--- config.mk ---
export PLATFORM = sky130hd
export DESIGN_NAME = hazard_scoreboard
export DESIGN_NICKNAME = d
export VERILOG_FILES = /design/src/rtl/hazard_scoreboard.sv
export SDC_FILE = /design/constraint.sdc
export NUM_CORES = 1
export LEC_CHECK = 0
export BUFFER_PORTS_ARGS = -buffer_cell sky130_fd_sc_hd__clkbuf_2
export CAP_MARGIN = 5
export CORE_ASPECT_RATIO = 0.6
export CORE_MARGIN = 2
export CORE_UTILIZATION = 45
export CTS_BUF_LIST = sky130_fd_sc_hd__clkbuf_8
export DETAILED_ROUTE_END_ITERATION = 10
export PLACE_DENSITY = 0.64
export SLEW_MARGIN = 20
export SYNTH_ARGS = -nofsm -noshare
export SYNTH_HDL_FRONTEND = slang
export SYNTH_SLANG_ARGS = --single-unit
--- constraint.sdc ---
create_clock -name clk -period 3.4 [get_ports clk]
set_input_delay 0.51 -clock clk [delete_from_list [all_inputs] [get_ports clk]]
set_output_delay 0.51 -clock clk [all_outputs]
set_load 0.1 [all_outputs]
--- src/rtl/hazard_scoreboard.sv ---
// rtl/hazard_scoreboard.sv - load/long-op hazard scoreboard that stalls ID until a producer is forwardable
//
// Optional feature macro: SB_LO_BYPASS_EN (long-op completion bus is forwardable)
//
// Ports:
//   clk, reset        single rising-edge clock, synchronous active-high reset
//   issue_valid       ID presents an instruction
//   issue_rd          destination register
//   issue_regwrite    instruction writes rd
//   issue_kind        00 ALU, 01 load, 10 long op, 11 reserved (ALU)
//   use_rs1, rs1      first source operand used / index
//   use_rs2, rs2      second source operand used / index
//   lo_done, lo_rd    long-op unit completion strobe and its destination
//   stall             hold ID/IF and inject a bubble; the issue is not recorded
//   busy_mask         registered pending bit per register (bit 0 always 0)
//   lo_busy           a long op is outstanding
module hazard_scoreboard #(
   parameter int LOAD_LAT = 2,
   parameter int CNT_W    = 3
) (
   input  logic        clk,
   input  logic        reset,
   input  logic        issue_valid,
   input  logic [4:0]  issue_rd,
   input  logic        issue_regwrite,
   input  logic [1:0]  issue_kind,
   input  logic        use_rs1,
   input  logic        use_rs2,
   input  logic [4:0]  rs1,
   input  logic [4:0]  rs2,
   input  logic        lo_done,
   input  logic [4:0]  lo_rd,
   output logic        stall,
   output logic [31:0] busy_mask,
   output logic        lo_busy
);

   logic [31:0]      pending_q, pending_d;
   logic [CNT_W-1:0] cnt_q [32];
   logic [CNT_W-1:0] cnt_d [32];
   logic             lo_busy_q, lo_busy_d;
   logic [4:0]       lo_tag_q, lo_tag_d;

   logic             lo_complete;
   logic [31:0]      fwd_mask;
   logic [31:0]      raw_pending;
   logic             haz, waw, strct, accept;
   logic             is_load, is_long;

   assign lo_complete = lo_done && lo_busy_q;

`ifdef SB_LO_BYPASS_EN
   // The completing long-op result is on the forwarding bus this cycle, so
   // readers of its destination need not wait for the pending bit to drop.
   always_comb begin
      fwd_mask = 32'h0;
      if (lo_complete) begin
         fwd_mask[lo_rd] = 1'b1;
      end
   end
`else
   logic unused_lo_rd;
   assign fwd_mask     = 32'h0;
   assign unused_lo_rd = ^lo_rd;
`endif

   // Forwarding only resolves RAW hazards; WAW still sees the raw pending bit.
   assign raw_pending = pending_q & ~fwd_mask;

   assign haz    = (use_rs1 && (rs1 != 5'd0) && raw_pending[rs1]) ||
                   (use_rs2 && (rs2 != 5'd0) && raw_pending[rs2]);
   assign waw    = issue_regwrite && (issue_rd != 5'd0) && pending_q[issue_rd];
   assign strct  = (issue_kind == 2'b10) && lo_busy_q;
   assign stall  = issue_valid && (haz || waw || strct);
   assign accept = issue_valid && !stall;

   assign is_load = (issue_kind == 2'b01);
   assign is_long = (issue_kind == 2'b10);

   always_comb begin
      pending_d = pending_q;
      cnt_d     = cnt_q;
      lo_busy_d = lo_busy_q;
      lo_tag_d  = lo_tag_q;

      // Load entries count down; the entry retires as the counter leaves 1.
      // Long-op entries hold cnt=0 and therefore never count.
      for (int r = 1; r < 32; r++) begin
         if (pending_q[r] && (cnt_q[r] != '0)) begin
            cnt_d[r] = cnt_q[r] - CNT_W'(1);
            if (cnt_q[r] == CNT_W'(1)) begin
               pending_d[r] = 1'b0;
            end
         end
      end

      if (lo_complete) begin
         lo_busy_d = 1'b0;
         if (lo_tag_q != 5'd0) begin
            pending_d[lo_tag_q] = 1'b0;
         end
      end

      // An accepted issue never targets a pending rd (WAW stalls it), and a
      // long op is never accepted while one is busy, so these cannot collide
      // with the retire paths above.
      if (accept && is_load && issue_regwrite && (issue_rd != 5'd0)) begin
         pending_d[issue_rd] = 1'b1;
         cnt_d[issue_rd]     = CNT_W'(LOAD_LAT);
      end

      if (accept && is_long) begin
         lo_busy_d = 1'b1;
         lo_tag_d  = issue_rd;
         if (issue_regwrite && (issue_rd != 5'd0)) begin
            pending_d[issue_rd] = 1'b1;
            cnt_d[issue_rd]     = '0;
         end
      end

      pending_d[0] = 1'b0;
   end

   always_ff @(posedge clk) begin
      if (reset) begin
         pending_q <= '0;
         lo_busy_q <= 1'b0;
         lo_tag_q  <= 5'd0;
         for (int r = 0; r < 32; r++) begin
            cnt_q[r] <= '0;
         end
      end else begin
         pending_q <= pending_d;
         lo_busy_q <= lo_busy_d;
         lo_tag_q  <= lo_tag_d;
         for (int r = 0; r < 32; r++) begin
            cnt_q[r] <= cnt_d[r];
         end
      end
   end

   assign busy_mask = pending_q;
   assign lo_busy   = lo_busy_q;

endmodule

==> summary.md <==
| Metric | Value |
|---|---|
| Number of top-level pins | 63 |
| # setup viols final | 0 |
| Clk slew on worst S/H paths | about 0.080 ns |
| Initial antenna violation count | 2 |
| First-pass GRT wire length | between 40000 and 50000 um |
| Clock sinks | 130 |
| Critical path launch point type | flop |
| Mapped Cells | between 1000 and 1500 |
| Post-Place Cells | 1299 |
| Clock tree buffer depth | 2 |
| Post-route ant nets | 0 |
| Post-CTS Repair Setup Buffers | 0 |
| Cts bufs inserted | 17 |
| Synth cell types | between 50 and 60 |
| Element type at the critical path end | primary output |
| Port bufs | between 50 and 60 |
| Later-pin clock latency in the skew report | around 0.46 ns |
| Initial Utilization | 0.4587 |
| Remaining routing DRC violations | 0 |
| Fin Setup TNS | 0 ns |
| Global route total overflow | 0 |
| Layout net count | ~1200 |
| Top area cells in the synthesized netlist | dfxtp_1, ha_1, inv_1, mux2i_1, nor2_1 |
| CTS tree | built |
| Post-Route Skew | between 0.015 and 0.02 ns |
| Post-route cell area | approximately 9800 um^2 |
| Metal-1 WL | 12300 um |
| Maxcap violations | 0 |
| Sequential fraction of the synthesis area | 0.2981 |
| Highest routed layer | met5 |
| Post-DP HPWL | around 18000 um |
| Root buf cell | clkbuf_8 |
| Met3 Routed Length | between 1500 and 2000 um |
| Outcome | finished clean |
| Core box area | approximately 19000 um^2 |
| Top-area cell type share of the netlist area | 0.2981 |
| Die width | about 180 um |
| GP Congestion | roughly 0.91 |
| EDFF count, synth | 0 |
| Post-synth net total | between 1000 and 1500 |
| FFs w/ async S/R, synth | 0 |
| Largest net degree at the start of global routing | 89 |
| Worst IR drop on VDD | ~0.21 mV |
| FMAX | ~0.32 GHz |
| Total Routing Usage GR | 0.2479 |
| Synth-to-Final Area Change | 11.87% |
| Yosys warns | 0 |
| Synth Flop Type | dfxtp_1 |
| Most common cell in the synthesized netlist | dfxtp_1 |
| Num rows | 39 |
| Least-Margin Pin Slew | 0.9665 ns |
| Routed via count | around 7900 |
| Commonest cells in the netlist | dfxtp_1, inv_1, ha_1, nor2_1, nand2_1 |
| Pleak | between 3 and 4 nW |
| Mapped Area | 8730 um^2 |
| Final wirelength | 24620 um |
| CP Data Required Time | roughly 2.9 ns |
| Initial DRC count | roughly 670 |
| Min Clock Period, post-route | 3.148 ns |
| Post-DP Area | approximately 9300 um^2 |
| RSZ-0062 raised after global routing | false |
| Worst slew margin | 0.3557 |
| Hold crit path type | primary input to flop |
| Max Slew Vio Count | 0 |
| Routed length on met2 | a little over 10000 um |
| Final Hold Viols | 0 |
| Die footprint | just over 20000 um^2 |
| Critical Path AT | about 2.6 ns |
| Die height | roughly 110 um |
| Cell taking the most area after synthesis | dfxtp_1 |
| Period utilisation layout | 0.9259 |
| Critical path class | flop to primary output |
| Vias in the first global route | around 7300 |
| Cell Pwr Density | about 330 nW/um^2 |
| Syn Area/Cell | around 8.5 um^2 |
| Critical Path Fanout Max | 7 |
| Via density | around 5.9 |
| H-tree depth | 4 |
| DR WL/cell | ~18 um |
| Finished Layout Cells | roughly 1300 |
| Share of cells above drive strength 1 | 0.1585 |
| Pre-antenna DRT Iters | 5 |
| Synthesized flop and latch total | 130 |
-- stage by stage --
stage               utilization  power, W  setup WS [ns]  hold slack, ns
floorplan                     -  0.001742        0.02005          0.4791
global route             0.5130  0.003379         0.1660          0.3755
finish                   0.5131  0.003268         0.2518          0.3693
detailed placement       0.4903  0.001839         0.1776          0.5081
global placement         0.4903  0.001838         0.2253          0.4995
CTS                      0.5128  0.003289         0.1280          0.3590
-- registers in the layout (all words and copies together), names as in the netlist --
name,flops
cnt_q,93
lo_tag_q,5
lo_busy,1
busy_mask,31
-- final cells by class --
class / instances / area [um^2]
inverter: 107 / 401.6
fill: 1854 / 9265
timing repair buffer: 84 / 533.0
clock inverter: 15 / 193.9
multi-input combinational: 732 / 5453
sequential: 130 / 2640
clock buffer: 17 / 234.0
antenna: 1 / 2.502
tap: 246 / 307.8
-- metal layers --
metal | up-vias | track usage
met5 | - | 0
met4 | 2 | 0.05920
li1 | 3834 | -
met2 | 252 | 0.3595
met1 | 3787 | 0.3750
met3 | 27 | 0.04841
-- worst paths after layout --
check / startpoint / endpoint / slack [ns] / depth (start not counted)
setup reg to reg: busy_mask[11] / cnt_q[21] / 0.73 / 9
setup / recovery: busy_mask[4] / stall / 0.25 / 8
hold reg to reg: lo_tag_q[0] / lo_tag_q[0] / 0.53 / 2
hold / removal: lo_done / lo_busy / 0.37 / 4
-- critical path, stage by stage, from the launching register on --
cell      delay, ns
dfxtp_2        0.40
mux4_2         0.46
and3b_1        0.19
a21oi_1        0.11
o311ai_1       0.21
o21bai_2       0.33
nand2_1        0.10
o21a_1         0.21
buf_12         0.17
-- cells by family (layout without fill, tap and decap cells) --
logic type               after synthesis  after routing  share of synthesized area
AO/OA/AOI/OAI                        265            265                     0.2104
adder cells (fa/ha/maj)               93             93                     0.1333
XOR/XNOR                              31             31                    0.03110
other                                  1              2                  0.0004296
buffers and inverters                169            223                    0.07883
multiplexers                          48             48                    0.07252
flip-flops                           130            130                     0.2981
AND/OR/NAND/NOR                      294            294                     0.1753
-- what timing repair did --
| item | CTS | global route |
|---|---|---|
| gates resized for setup | 0 | 1 |
| setup endpoints to repair | 0 | 1 |
| hold buffers | 0 | 0 |
-- placed cells by master, fill, tap and decap left out, drive strengths merged, types with 10 or more instances in the layout --
| cell type | count |
|---|---|
| a211oi | 32 |
| nor2 | 88 |
| nand4 | 31 |
| mux2i | 34 |
| clkbuf | 71 |
| a21oi | 57 |
| a311o | 27 |
| a221oi | 28 |
| o21ai | 39 |
| buf | 30 |
| o31ai | 27 |
| inv | 109 |
| dfxtp | 130 |
| nand4b | 30 |
| nand2 | 70 |
| ha | 93 |
| nand2b | 15 |
| mux4 | 12 |
| nor3 | 10 |
| xnor2 | 31 |
| a31oi | 30 |
| nand3 | 11 |
-- power by group --
group          internal, W  leakage [nW]  total [W]  switching (W)
Sequential         0.00152          1.06    0.00153     0.00000760
Clock             0.000793         0.210    0.00146       0.000667
Combinational    0.0000817          2.50   0.000277       0.000195
No activity file was read; power rests on OpenSTA's default activity.
